==> src/rtl/pixel_packer_pkg.sv <==
// pixel_packer_pkg
// Shared types and constants for the pixel packer:
//   fp / vec3    - Q15.16 fixed point scalar and 3-vector used by the ray unit
//   rgb_t        - 24-bit packed pixel {R, G, B}
//   pix_entry_t  - FIFO entry {tuser, tlast, rgb}
//   BG_COLOUR_DEFAULT, Z_CLAMP_MAX
//   depth_grey() - depth-to-grey shading rule
package pixel_packer_pkg;

  localparam int FP_WIDTH = 32;

  // Same layout as the ray unit's shared fixed-point headers.
  typedef logic signed [FP_WIDTH-1:0] fp;

  typedef struct packed {
    fp x;
    fp y;
    fp z;
  } vec3;

  typedef struct packed {
    logic [7:0] r;
    logic [7:0] g;
    logic [7:0] b;
  } rgb_t;

  typedef struct packed {
    logic tuser;
    logic tlast;
    rgb_t rgb;
  } pix_entry_t;

  localparam int          PIX_ENTRY_W       = $bits(pix_entry_t);
  localparam logic [23:0] BG_COLOUR_DEFAULT = 24'h202040;
  localparam int          Z_CLAMP_MAX       = 255;

  // Integer part of z (floor, via arithmetic shift), clamped to 0..255,
  // inverted so near surfaces are bright.
  function automatic logic [7:0] depth_grey(input fp z, input int unsigned frac_bits);
    fp          z_int;
    logic [7:0] c;
    z_int = z >>> frac_bits;
    if (z_int < 0) begin
      c = 8'd0;
    end else if (z_int > fp'(Z_CLAMP_MAX)) begin
      c = 8'(Z_CLAMP_MAX);
    end else begin
      c = z_int[7:0];
    end
    return 8'(Z_CLAMP_MAX) - c;
  endfunction

endpackage

==> src/rtl/pixel_fifo.sv <==
// pixel_fifo
// Synchronous FIFO, first-word shown combinationally from the registered
// read pointer. A write while full is accepted if a read happens in the same
// cycle. Storage is not reset; only the pointers are.
// Ports:
//   clk, rst          clock, synchronous active-high reset
//   wr_en, wr_data    write request / data
//   rd_en             pop request (ignored when empty)
//   rd_data           head entry (undefined when empty)
//   full, empty       status
module pixel_fifo #(
  parameter int DATA_W = 26,
  parameter int DEPTH  = 16
) (
  input  logic              clk,
  input  logic              rst,
  input  logic              wr_en,
  input  logic [DATA_W-1:0] wr_data,
  input  logic              rd_en,
  output logic [DATA_W-1:0] rd_data,
  output logic              full,
  output logic              empty
);

  localparam int AW = $clog2(DEPTH);

  // Pointers carry one extra wrap bit to tell full from empty.
  logic [AW:0]       wr_ptr_q, wr_ptr_d;
  logic [AW:0]       rd_ptr_q, rd_ptr_d;
  logic [DATA_W-1:0] mem_q [DEPTH];
  logic              wr_accept;
  logic              rd_accept;

  assign empty = (wr_ptr_q == rd_ptr_q);
  assign full  = (wr_ptr_q[AW] != rd_ptr_q[AW]) &&
                 (wr_ptr_q[AW-1:0] == rd_ptr_q[AW-1:0]);

  assign rd_accept = rd_en && !empty;
  assign wr_accept = wr_en && (!full || rd_accept);

  assign rd_data = mem_q[rd_ptr_q[AW-1:0]];

  always_comb begin
    wr_ptr_d = wr_ptr_q;
    rd_ptr_d = rd_ptr_q;
    if (wr_accept) wr_ptr_d = wr_ptr_q + (AW+1)'(1);
    if (rd_accept) rd_ptr_d = rd_ptr_q + (AW+1)'(1);
  end

  always_ff @(posedge clk) begin
    if (rst) begin
      wr_ptr_q <= '0;
      rd_ptr_q <= '0;
    end else begin
      wr_ptr_q <= wr_ptr_d;
      rd_ptr_q <= rd_ptr_d;
    end
  end

  always_ff @(posedge clk) begin
    if (wr_accept) mem_q[wr_ptr_q[AW-1:0]] <= wr_data;
  end

endmodule

==> src/rtl/pixel_packer.sv <==
// pixel_packer
// Converts the in-order ray result stream into a depth-shaded RGB AXI4-Stream
// video stream. Tracks the frame/line position of every result, shades it in
// one register stage, buffers it in pixel_fifo and presents the FIFO head on
// the AXIS port. The ray unit cannot stall, so results arriving with a full
// FIFO are dropped and flagged on the sticky overflow output.
// Ports:
//   clk, rst                 clock, synchronous active-high reset
//   valid_in, hit            result strobe and hit flag
//   surface_point            hit point (only .z is used)
//   out_tdata[31:0]          {8'h00, R, G, B}; 0 while out_tvalid is low
//   out_tvalid, out_tready   AXIS handshake
//   out_tuser, out_tlast     start of frame / end of line
//   overflow                 sticky, a result was dropped
//   frame_done               pulse after the last pixel of a frame arrives
// Build option:
//   PIXEL_PACKER_FRAME_STATS_EN adds hit_count[31:0], the number of hits in
//   the most recently completed frame.
module pixel_packer
  import pixel_packer_pkg::*;
#(
  parameter int          WIDTH      = 640,
  parameter int          HEIGHT     = 480,
  parameter int          FIFO_DEPTH = 16,
  parameter int          FRAC_BITS  = 16,
  parameter logic [23:0] BG_COLOUR  = BG_COLOUR_DEFAULT
) (
  input  logic        clk,
  input  logic        rst,
  input  logic        valid_in,
  input  logic        hit,
  input  vec3         surface_point,
  output logic [31:0] out_tdata,
  output logic        out_tvalid,
  input  logic        out_tready,
  output logic        out_tuser,
  output logic        out_tlast,
  output logic        overflow,
  output logic        frame_done
`ifdef PIXEL_PACKER_FRAME_STATS_EN
  ,
  output logic [31:0] hit_count
`endif
);

  localparam int XW = (WIDTH  > 1) ? $clog2(WIDTH)  : 1;
  localparam int YW = (HEIGHT > 1) ? $clog2(HEIGHT) : 1;

  logic [XW-1:0] x_q, x_d;
  logic [YW-1:0] y_q, y_d;
  logic          x_last;
  logic          y_last;
  logic          frame_end;
  logic          frame_done_q, frame_done_d;

  logic          sh_valid_q, sh_valid_d;
  pix_entry_t    sh_entry_q, sh_entry_d;
  logic [7:0]    grey;

  logic          overflow_q, overflow_d;
  logic          fifo_wr;
  logic          fifo_pop;
  logic          fifo_full;
  logic          fifo_empty;
  logic [PIX_ENTRY_W-1:0] fifo_rdata;
  pix_entry_t    head;

  logic          unused_xy;
  assign unused_xy = ^{surface_point.x, surface_point.y};

  // Position tracking: every result advances the raster, dropped or not, so
  // a loss never shifts later pixels out of place.
  assign x_last    = (x_q == XW'(WIDTH - 1));
  assign y_last    = (y_q == YW'(HEIGHT - 1));
  assign frame_end = x_last && y_last;

  always_comb begin
    x_d          = x_q;
    y_d          = y_q;
    frame_done_d = 1'b0;
    if (valid_in) begin
      if (x_last) begin
        x_d = '0;
        if (y_last) begin
          y_d          = '0;
          frame_done_d = 1'b1;
        end else begin
          y_d = y_q + YW'(1);
        end
      end else begin
        x_d = x_q + XW'(1);
      end
    end
  end

  // Shade stage
  assign grey = depth_grey(surface_point.z, FRAC_BITS);

  always_comb begin
    sh_valid_d = valid_in;
    sh_entry_d = sh_entry_q;
    if (valid_in) begin
      sh_entry_d.tuser = (x_q == '0) && (y_q == '0);
      sh_entry_d.tlast = x_last;
      sh_entry_d.rgb   = hit ? rgb_t'({grey, grey, grey}) : rgb_t'(BG_COLOUR);
    end
  end

  // FIFO write / drop. A full FIFO still takes the entry if the head leaves
  // in the same cycle.
  assign fifo_pop = !fifo_empty && out_tready;
  assign fifo_wr  = sh_valid_q && (!fifo_full || fifo_pop);

  always_comb begin
    overflow_d = overflow_q;
    if (sh_valid_q && !fifo_wr) overflow_d = 1'b1;
  end

  always_ff @(posedge clk) begin
    if (rst) begin
      x_q          <= '0;
      y_q          <= '0;
      frame_done_q <= 1'b0;
      sh_valid_q   <= 1'b0;
      sh_entry_q   <= '0;
      overflow_q   <= 1'b0;
    end else begin
      x_q          <= x_d;
      y_q          <= y_d;
      frame_done_q <= frame_done_d;
      sh_valid_q   <= sh_valid_d;
      sh_entry_q   <= sh_entry_d;
      overflow_q   <= overflow_d;
    end
  end

  pixel_fifo #(
    .DATA_W (PIX_ENTRY_W),
    .DEPTH  (FIFO_DEPTH)
  ) u_fifo (
    .clk     (clk),
    .rst     (rst),
    .wr_en   (fifo_wr),
    .wr_data (sh_entry_q),
    .rd_en   (fifo_pop),
    .rd_data (fifo_rdata),
    .full    (fifo_full),
    .empty   (fifo_empty)
  );

  // FIFO storage is not reset, so the head is masked while empty to keep the
  // output bus at zero out of reset.
  assign head       = pix_entry_t'(fifo_rdata);
  assign out_tvalid = !fifo_empty;
  assign out_tdata  = fifo_empty ? 32'h0 : {8'h00, head.rgb};
  assign out_tuser  = !fifo_empty && head.tuser;
  assign out_tlast  = !fifo_empty && head.tlast;
  assign overflow   = overflow_q;
  assign frame_done = frame_done_q;

`ifdef PIXEL_PACKER_FRAME_STATS_EN
  // Hits are counted at the input, so dropped pixels still count. The last
  // pixel's own hit is folded into the latched total.
  logic [31:0] hit_acc_q, hit_acc_d;
  logic [31:0] hit_count_q, hit_count_d;

  always_comb begin
    hit_acc_d   = hit_acc_q;
    hit_count_d = hit_count_q;
    if (valid_in) begin
      if (frame_end) begin
        hit_count_d = hit_acc_q + 32'(hit);
        hit_acc_d   = '0;
      end else begin
        hit_acc_d = hit_acc_q + 32'(hit);
      end
    end
  end

  always_ff @(posedge clk) begin
    if (rst) begin
      hit_acc_q   <= '0;
      hit_count_q <= '0;
    end else begin
      hit_acc_q   <= hit_acc_d;
      hit_count_q <= hit_count_d;
    end
  end

  assign hit_count = hit_count_q;
`else
  logic unused_frame_end;
  assign unused_frame_end = frame_end;
`endif

endmodule

==> config.mk <==
export PLATFORM = sky130hd
export DESIGN_NAME = pixel_packer
export DESIGN_NICKNAME = d
export VERILOG_FILES = /design/src/rtl/pixel_packer_pkg.sv /design/src/rtl/pixel_fifo.sv /design/src/rtl/pixel_packer.sv
export SDC_FILE = /design/constraint.sdc
export NUM_CORES = 1
export LEC_CHECK = 0
export BUFFER_PORTS_ARGS = -buffer_cell sky130_fd_sc_hd__buf_2
export CAP_MARGIN = 20
export CELL_PAD_IN_SITES_DETAIL_PLACEMENT = 1
export CELL_PAD_IN_SITES_GLOBAL_PLACEMENT = 2
export CORE_MARGIN = 3
export CORE_UTILIZATION = 38
export CTS_BUF_LIST = sky130_fd_sc_hd__clkbuf_8
export CTS_CLUSTER_DIAMETER = 30
export DETAILED_ROUTE_END_ITERATION = 10
export GPL_TIMING_DRIVEN = 1
export PLACE_DENSITY = 0.75
export SLEW_MARGIN = 20
export SYNTH_ARGS = -nofsm -noshare
export SYNTH_HDL_FRONTEND = slang
export SYNTH_SLANG_ARGS = --single-unit
==> constraint.sdc <==
create_clock -name clk -period 2.6 [get_ports clk]
set_input_delay 0.78 -clock clk [delete_from_list [all_inputs] [get_ports clk]]
set_output_delay 0.78 -clock clk [all_outputs]
set_load 0.01 [all_outputs]
==> impl_metrics.env, run 1 <==
export IMPL_relSlewSlack=0.512
export IMPL_cp_arrival_ns=2.30
export IMPL_cts_root_buf="clkbuf_8"
export IMPL_drv_slew=0
export IMPL_drtIter0Drc=372
export IMPL_cts_buffers=47
export IMPL_gp_congestion=0.785
export IMPL_start_util=0.392
export IMPL_drc_errors=0
export IMPL_finalCritPeriodShare=1.18
export IMPL_track_usage=0.164
export IMPL_port_buffer_count=49
export IMPL_cp_end_kind="output port"
export IMPL_tritoncts="yes"
export IMPL_violations="setup timing"
export IMPL_avgViaCountPerCell=5.22
export IMPL_startpoint_type="flop"
export IMPL_fp_dieH_um=168
export IMPL_status="finished with violations"
export IMPL_min_period_ns=3.08
export IMPL_stdcell_area_sq_um=12400
export IMPL_layout_commonest_cell="edfxtp_1"
export IMPL_wl_per_cell_um=21.0
export IMPL_powerDensity_nw_per_um2=794
export IMPL_synthToLayoutAreaGrowth_pct=23.6
export IMPL_yosys_area_top_type="edfxtp_1"
export IMPL_synth_async_sr_flop_share=0
export IMPL_insertion_delay_ns=0.55
export IMPL_synth_area_leaders="edfxtp_1 58%, dfxtp_1 9.6%, mux4_2 8.1%, mux2i_1 3.7%, buf_4 1.7%"
export IMPL_synthFlopType="edfxtp_1"
export IMPL_worstMarginPinSlew_ns=0.732
export IMPL_synth_edff_count=192
export IMPL_hp_class="flop to flop"
export IMPL_diodes=0
export IMPL_r2r_start="x_q[6]"
export IMPL_antenna_found_initial=0
export IMPL_cts_buffer_depth=3
export IMPL_syn_area_per_cell_sq_um=15.1
export IMPL_cts_max_level=2
export IMPL_core_area_sq_um=25500
export IMPL_grt_pass1_wl_mm=36.3
export IMPL_wl_mm=23.8
export IMPL_reg2reg_depth=4
export IMPL_overflow=0
export IMPL_synth_seq_area_share=0.673
export IMPL_cellLeakagePower_nw=4.29
export IMPL_die_width_um=168
export IMPL_netlist_area_sq_um=10000
export IMPL_setup_viol=26
export IMPL_fin_ws_ns=-0.477
export IMPL_firstDrtPassIters=5
export IMPL_fin_nets=874
export IMPL_path_max_fanout=6
export IMPL_cts_sinks=240
export IMPL_hp_start="overflow"
export IMPL_holdWs_ns=0.483
export IMPL_layout_common_cells="192 x edfxtp_1, 51 x clkbuf_8, 40 x buf_2, 37 x dfxtp_1, 36 x mux4_2"
export IMPL_holdBufCountCts=0
export IMPL_ir_drop_mv=0.477
export IMPL_place_hpwl_mm=14.7
export IMPL_worstPathRequired_ns=1.82
export IMPL_hold_violations=0
export IMPL_rsz0062_at_grt="yes"
export IMPL_skew_ns=0.0292
export IMPL_critPathKind="flop to output port"
export IMPL_rrSetupSlack_ns=0.55
export IMPL_floorplan_die_area_sq_um=28300
export IMPL_clk_pin_slew_ns=0.06
export IMPL_grt_max_degree=35
export IMPL_grt_pass1_vias=6426
export IMPL_fp_row_count=58
export IMPL_synth_top_area_frac=0.577
export IMPL_top_level_ports=138
export IMPL_synthCells=663
export IMPL_r2r_end="y_q[7]"
export IMPL_drive_gt1_frac=0.333
export IMPL_synth_distinct_cells=48
export IMPL_totalPowerFinal_mw=9.81
export IMPL_fmax_ghz=0.325
export IMPL_synth_seq_cells=240
export IMPL_drtAntennaViolNets=0
export IMPL_max_cap_violations=0
export IMPL_dpl_cell_area_sq_um=10800
export IMPL_via_count=5914
export IMPL_yosysWarnings=0
export IMPL_whs_path_depth=2
export IMPL_hold_end="overflow"
## per-stage QoR
stage	TNS [ns]	setup slack, ns	util	std cells
after global placement	0	0.0284	0.422	1033
after floorplan	0	0.0321	-	670
after global routing	-13.77	-0.594	0.484	1132
after detailed placement	-0.112	-0.0370	0.422	1033
after CTS	-11.84	-0.504	0.475	1127
final	-11.42	-0.477	0.484	1132
## state kept, by name, indices dropped and copies added (netlist names), named ones only
register	flops
sh_entry_q	12
u_fifo.mem_q	192
sh_valid_q	1
u_fifo.wr_ptr_q	5
u_fifo.rd_ptr_q	5
y_q	9
frame_done	1
overflow	1
x_q	10
## metal layers
metal	track usage	wire (um)	up-vias
met5	0	0	-
met4	0.0477	450	0
met3	0.0289	841	41
met2	0.290	12200	133
met1	0.208	10300	3009
li1	-	-	2731
## synth_stat cells (3+ instances only)
| cell type | n |
|---|---|
| a21oi_1 | 27 |
| xor2_1 | 3 |
| or4_1 | 5 |
| clkbuf_1 | 21 |
| xnor2_1 | 13 |
| nor2b_1 | 13 |
| mux2i_1 | 37 |
| and3_1 | 19 |
| or2_2 | 13 |
| nor3_1 | 11 |
| buf_4 | 22 |
| a211oi_1 | 4 |
| o2111ai_1 | 6 |
| nand3_1 | 24 |
| mux4_2 | 36 |
| o32a_1 | 6 |
| buf_2 | 10 |
| mux2_2 | 6 |
| a22oi_1 | 7 |
| nand2b_1 | 7 |
| nand4_1 | 8 |
| ha_1 | 9 |
| a31oi_1 | 3 |
| inv_1 | 21 |
| nand2_1 | 22 |
| o21ai_0 | 5 |
| nor4_1 | 7 |
| dfxtp_1 | 48 |
| nor2_1 | 35 |
| edfxtp_1 | 192 |
## worst max-delay path, stage by stage, from the launching register on
cell and delay, ns:
dfxtp_4 0.42, buf_12 0.14, buf_4 0.11, mux4_2 0.52
mux2i_1 0.19, or2_2 0.16, a21oi_2 0.06, buf_2 0.14
## power by group
part / internal [mW] / total, mW / switching, mW
sequential: 4.17 / 4.25 / 0.0735
clock: 2.92 / 4.53 / 1.61
combinational: 0.517 / 1.03 / 0.514
total: 7.61 / 9.81 / 2.20
## layout make-up
cell class	count	area (sq um)
multi-input combinational	353	3080
tap	330	413
timing repair buffer	100	872
inverter	22	85.1
clock inverter	36	453
clock buffer	51	702
fill	2519	13200
sequential	240	6760
## timing repair
action,4_1_cts,5_1_grt
gates cloned,2,2
gates resized for setup,37,33
pin swaps,3,10
endpoints found under the setup margin,27,27
setup buffers,5,4
## worst max-delay path by stage
stage / from / to / depth (start not counted)
after floorplan: flop / out_tdata[10] / 7
after global placement: flop / out_tdata[5] / 6
after detailed placement: flop / out_tdata[1] / 6
after CTS: flop / out_tuser / 7
after global routing: flop / out_tdata[5] / 7
final: flop / out_tdata[5] / 7
## logic make-up (layout without fill, tap and decap cells)
kind of cell	Yosys count	count (layout)	synth area share
compound gates	70	70	0.0475
simple gates	171	171	0.0902
mux	79	79	0.125
buf+inv	77	209	0.0392
fa+ha+maj	9	9	0.0113
other cells	1	8	0.000375
flops	240	240	0.673
xor+xnor	16	16	0.0140
Note: power is estimated with default switching activity, not from simulation.
==> inputs of run 2 (changes only) <==
--- a/config.mk
+++ b/config.mk
@@ -10,13 +10,14 @@
 export CELL_PAD_IN_SITES_DETAIL_PLACEMENT = 1
 export CELL_PAD_IN_SITES_GLOBAL_PLACEMENT = 2
 export CORE_MARGIN = 3
-export CORE_UTILIZATION = 38
+export CORE_UTILIZATION = 45
 export CTS_BUF_LIST = sky130_fd_sc_hd__clkbuf_8
 export CTS_CLUSTER_DIAMETER = 30
 export DETAILED_ROUTE_END_ITERATION = 10
 export GPL_TIMING_DRIVEN = 1
-export PLACE_DENSITY = 0.75
+export PLACE_DENSITY = 0.77
 export SLEW_MARGIN = 20
 export SYNTH_ARGS = -nofsm -noshare
 export SYNTH_HDL_FRONTEND = slang
+export SYNTH_HIERARCHICAL = 1
 export SYNTH_SLANG_ARGS = --single-unit
==> impl_metrics.env, run 2 <==
export IMPL_fp_dieH_um=207
export IMPL_layout_common_cells="416 x edfxtp_1, 130 x mux4_2, 94 x clkbuf_8, 45 x buf_4"
export IMPL_core_area_sq_um=39900
export IMPL_cp_end_kind="output port"
export IMPL_synth_edff_count=416
export IMPL_synth_seq_cells=464
export IMPL_syn_area_per_cell_sq_um=20.5
export IMPL_worstPathRequired_ns=1.82
export IMPL_largest_register_ffs=416
export IMPL_clockPowerShare=0.475
export IMPL_drc_errors=0
export IMPL_rsz0062_at_grt="yes"
export IMPL_place_hpwl_mm=24.4
export IMPL_cts_sinks=464
export IMPL_final_util=0.565
export IMPL_p_switching_mw=3.51
export IMPL_finalCritPeriodShare=1.34
export IMPL_totalPowerFinal_mw=16.9
export IMPL_avgViaCountPerCell=5.61
export IMPL_dpl_cell_area_sq_um=20100
export IMPL_gp_congestion=0.754
export IMPL_cts_buffers=90
export IMPL_cts_buffer_depth=3
export IMPL_synth_top_area_frac=0.685
export IMPL_drive_gt1_frac=0.411
export IMPL_cts_root_buf="clkbuf_8"
export IMPL_grt_pass1_vias=10275
export IMPL_final_cells=1682
export IMPL_path_max_fanout=6
export IMPL_setup_viol=26
export IMPL_grt_max_degree=50
export IMPL_synth_area_leaders="edfxtp_1 69%, mux4_2 16%, dfxtp_1 5.3%, nor2b_1 1.1%, nor2_1 0.66%"
export IMPL_overflow=0
export IMPL_top_level_ports=138
export IMPL_synthToLayoutAreaGrowth_pct=23.8
export IMPL_synth_async_sr_flop_share=0
export IMPL_die_width_um=207
export IMPL_dp_cells=1495
export IMPL_cellLeakagePower_nw=7.52
export IMPL_cts_max_level=3
export IMPL_holdWs_ns=0.476
export IMPL_wl_mm=43.0
export IMPL_holdBufCountCts=0
export IMPL_internal_power_mw=13.4
export IMPL_grt_pass1_wl_mm=63.7
export IMPL_drv_slew=0
export IMPL_port_buffer_count=49
export IMPL_cp_arrival_ns=2.71
export IMPL_diodes=0
export IMPL_worstMarginPinSlew_ns=0.584
export IMPL_skew_ns=0.0304
export IMPL_yosys_area_top_type="edfxtp_1"
export IMPL_firstDrtPassIters=5
export IMPL_antenna_found_initial=0
export IMPL_netlist_area_sq_um=18200
export IMPL_synthFlopType="edfxtp_1"
export IMPL_fin_nets=1193
export IMPL_ir_drop_mv=0.392
export IMPL_fin_ws_ns=-0.887
export IMPL_synth_distinct_cells=48
export IMPL_relSlewSlack=0.610
export IMPL_via_count=9430
export IMPL_wl_per_cell_um=25.5
export IMPL_stdcell_area_sq_um=22600
export IMPL_pre_cts_ws_ns=-0.296
export IMPL_hp_class="flop to flop"
export IMPL_powerDensity_nw_per_um2=747
export IMPL_critPathKind="flop to output port"
export IMPL_seqPwrFrac=0.485
export IMPL_yosysWarnings=6
export IMPL_tritoncts="yes"
export IMPL_start_util=0.457
export IMPL_floorplan_die_area_sq_um=43000
export IMPL_p_sw_frac=0.208
export IMPL_setup_tns_final_ns=-22.05
export IMPL_fp_row_count=73
export IMPL_status="finished with violations"
export IMPL_drtIter0Drc=706
export IMPL_synth_seq_area_share=0.738
export IMPL_clk_pin_slew_ns=0.05
export IMPL_combPwrFrac=0.040
export IMPL_fmax_ghz=0.287
export IMPL_synthTopCellsByCount="416 x edfxtp_1, 130 x mux4_2, 48 x dfxtp_1"
export IMPL_synthCells=888
export IMPL_yosysMostFrequentCell="edfxtp_1"
export IMPL_max_cap_violations=0
export IMPL_hold_violations=0
export IMPL_drtAntennaViolNets=0
export IMPL_min_period_ns=3.49
export IMPL_violations="setup timing"
export IMPL_layout_commonest_cell="edfxtp_1"
export IMPL_insertion_delay_ns=0.63
export IMPL_track_usage=0.198
export IMPL_startpoint_type="flop"
run 2: cell types whose count changed in the layout (fill, tap and decap cells not counted), moves of 9 or more:
cell	delta
xor2_1	+9
nor2b_4	+14
mux4_2	+94
nand2_1	-11
clkbuf_8	+43
buf_12	+33
clkinv_2	+13
and3_1	-16
nand3_1	-15
clkinv_1	+11
edfxtp_1	+224
mux2i_1	-26
buf_4	+10
run 2: worst max-delay path, stage by stage (launching register included):
cell and delay, ns:
dfxtp_4 0.43, buf_4 0.20, buf_12 0.14, mux4_2 0.50
mux4_2 0.51, nor2b_1 0.15, buf_2 0.15
run 2: final timing paths:
kind / start / endpoint / slack, ns / cells after the start
max: flop / out_tdata[17] / -0.89 / 6
min reg2reg: sh_entry_q[22] / sh_entry_q[22] / 0.48 / 2
max reg2reg: u_fifo/rd_ptr_q[0] / u_fifo/mem_q[10][0] / 0.14 / 11
min: sh_entry_q[22] / sh_entry_q[22] / 0.48 / 2
run 2: kinds of logic after synthesis:
group,Yosys count,share of synthesized area
DFF,464,0.738
and+or+nand+nor,151,0.0466
muxes,134,0.163
buffers and inverters,69,0.0201
AOI/OAI and AO/OA,36,0.0143
xor gates and xnor gates,24,0.0115
adders and majority gates,9,0.00618
other,1,0.000206
run 2: routing by layer:
metal	wire length, um	vias up	global-route usage	share of wire
met5	0	-	0	0
met4	833	0	0.0534	0.019
met3	2810	69	0.0500	0.065
met2	22000	329	0.334	0.51
met1	17400	4995	0.258	0.40
li1	-	4037	-	-
run 2: area by class of cell:
| class | instances | area, sq um |
|---|---|---|
| repair buffers | 148 | 1700 |
| multi-input cells | 362 | 4650 |
| clock buffers | 94 | 1290 |
| inverters | 17 | 66.3 |
| fillers | 3485 | 17300 |
| well taps | 525 | 657 |
| clock inverters | 72 | 731 |
| flip-flops and latches | 464 | 13500 |
run 2: timing repair:
item | in CTS | in global routing
cloned | 0 | 6
setup endpoints to repair | 27 | 27
gates resized for setup | 10 | 25
setup buffers | 4 | 11
pin swaps | 0 | 4
run 2: power groups by stage:
stage                     combinational [mW]  sequential [mW]  clock [mW]
final                                  0.680             8.18        8.00
after global routing                   0.736             8.18        8.56
after CTS                              0.635             8.18        8.18
after detailed placement               0.620             8.33           0
after global placement                 0.604             8.33           0
after floorplan                        0.356             8.35           0
==> inputs of run 3 (changes only) <==
--- a/config.mk
+++ b/config.mk
@@ -15,6 +15,7 @@
 export CTS_CLUSTER_DIAMETER = 30
 export DETAILED_ROUTE_END_ITERATION = 10
 export GPL_TIMING_DRIVEN = 1
+export MAX_ROUTING_LAYER = met4
 export PLACE_DENSITY = 0.77
 export SLEW_MARGIN = 20
 export SYNTH_ARGS = -nofsm -noshare
==> impl_metrics.env, run 3 (synthesis gave the netlist of run 2 again) <==
export IMPL_critical_path_cell_chain="buf_4 -> buf_12 -> mux4_2 -> mux4_2 -> nor2b_1 -> buf_2"
export IMPL_start_util=0.457
export IMPL_setup_viol=26
export IMPL_cts_sinks=464
export IMPL_final_util=0.565
export IMPL_cts_buffers=90
export IMPL_tritoncts="yes"
export IMPL_floorplan_die_area_sq_um=43000
export IMPL_slowest_delay_ns=0.51
export IMPL_relSlewSlack=0.599
export IMPL_hold_violations=0
export IMPL_fin_nets=1193
export IMPL_drtAntennaViolNets=0
export IMPL_cp_end_kind="output port"
export IMPL_fill_cells=3486
export IMPL_dpl_cell_area_sq_um=20100
export IMPL_path_max_fanout=6
export IMPL_holdBufCountCts=0
export IMPL_violations="setup timing"
export IMPL_ir_drop_mv=0.391
export IMPL_largest_register_ffs=416
export IMPL_cts_buffer_depth=3
export IMPL_core_area_sq_um=39900
export IMPL_holdWs_ns=0.467
export IMPL_worstPathRequired_ns=1.82
export IMPL_firstDrtPassIters=5
export IMPL_track_usage=0.204
export IMPL_overflow=0
export IMPL_layout_commonest_cell="edfxtp_1"
export IMPL_hp_class="input pin to flop"
export IMPL_max_cap_violations=0
export IMPL_startpoint_type="flop"
export IMPL_min_period_ns=3.51
export IMPL_critPathMostFrequentCell="mux4_2"
export IMPL_cts_root_buf="clkbuf_8"
export IMPL_clk_pin_slew_ns=0.05
export IMPL_finalCritPeriodShare=1.35
export IMPL_drive_gt1_frac=0.411
export IMPL_critPathKind="flop to output port"
export IMPL_grt_pass1_wl_mm=63.8
export IMPL_cts_max_level=3
export IMPL_fin_ws_ns=-0.915
export IMPL_top_level_ports=138
export IMPL_cp_arrival_ns=2.73
export IMPL_die_width_um=207
export IMPL_grt_max_degree=50
export IMPL_avgViaCountPerCell=5.58
export IMPL_worstMarginPinSlew_ns=0.601
export IMPL_rsz0062_at_grt="yes"
export IMPL_wl_per_cell_um=25.5
export IMPL_fp_dieH_um=207
export IMPL_pre_cts_ws_ns=-0.296
export IMPL_skew_ns=0.0271
export IMPL_layout_common_cells="416 x edfxtp_1, 130 x mux4_2, 94 x clkbuf_8, 46 x buf_4, 43 x buf_2"
export IMPL_via_count=9388
export IMPL_gp_congestion=0.765
export IMPL_multiInputGateArea_sq_um=4650
export IMPL_fp_row_count=73
export IMPL_wl_mm=42.8
export IMPL_grt_pass1_vias=10236
export IMPL_status="finished with violations"
export IMPL_drc_errors=0
export IMPL_stdcell_area_sq_um=22600
export IMPL_insertion_delay_ns=0.64
export IMPL_drv_slew=0
export IMPL_antenna_found_initial=0
export IMPL_powerDensity_nw_per_um2=747
export IMPL_fmax_ghz=0.285
export IMPL_cellLeakagePower_nw=7.51
export IMPL_regArea_sq_um=13500
export IMPL_synthToLayoutAreaGrowth_pct=23.8
export IMPL_port_buffer_count=49
export IMPL_diodes=0
export IMPL_totalPowerFinal_mw=16.9
export IMPL_slowest_stage="mux4_2"
export IMPL_drtIter0Drc=658
export IMPL_place_hpwl_mm=24.4
run 3: cell types whose count changed in the layout (fill, tap and decap cells not counted):
cell / before / now
buf_4: 45 / 46
buf_6: 11 / 9
nor2b_2: 0 / 1
nor2b_4: 14 / 13
buf_2: 42 / 43
run 3: worst paths after layout:
check	depth (start not counted)	end	slack, ns	from
setup / recovery	6	out_tdata[17]	-0.91	flop
hold / removal	2	sh_entry_q[21]	0.47	surface_point[31]
setup reg to reg	11	u_fifo/mem_q[10][0]	0.14	u_fifo/wr_ptr_q[2]
hold reg to reg	2	sh_entry_q[22]	0.48	sh_entry_q[22]
run 3: repair_timing:
| item | in CTS | in global routing |
|---|---|---|
| pin swaps | 0 | 4 |
| cloned | 0 | 6 |
| setup buffers | 4 | 11 |
| setup endpoints to repair | 27 | 27 |
| resized for setup | 10 | 22 |
run 3: stage by stage:
stage / TNS [ns] / instances
finish: -22.81 / 1682
global route: -25.33 / 1682
CTS: -23.60 / 1665
detailed placement: -5.72 / 1495
global placement: -5.56 / 1495
floorplan: -8.63 / 895
run 3: cell type report:
| cell class | instances | share of cell area |
|---|---|---|
| inverters | 17 | 0.00294 |
| flip-flops and latches | 464 | 0.597 |
| multi-input cells | 362 | 0.206 |
| well taps | 525 | 0.0291 |
| clock buffers | 94 | 0.0574 |
| repair buffers | 148 | 0.0747 |
| clock inverters | 72 | 0.0324 |
run 3: where the power goes:
group | total (mW) | internal, mW | switching, mW
Clock | 8.00 | 4.89 | 3.12
Sequential | 8.18 | 8.15 | 0.0319
Combinational | 0.676 | 0.318 | 0.358
run 3: per-layer routing:
metal / vias to the layer above / GRT usage / share of wire
met5: - / - / 0
met4: 0 / 0.0534 / 0.016
met3: 60 / 0.0491 / 0.064
met2: 312 / 0.335 / 0.51
met1: 4981 / 0.259 / 0.41
li1: 4035 / - / -
run 3: critical path, delay by kind of cell (launching register included):
| kind | cells | cell delay (ns) |
|---|---|---|
| flops | 1 | 0.44 |
| mux | 2 | 1.01 |
| simple gates | 1 | 0.15 |
| buf+inv | 3 | 0.50 |
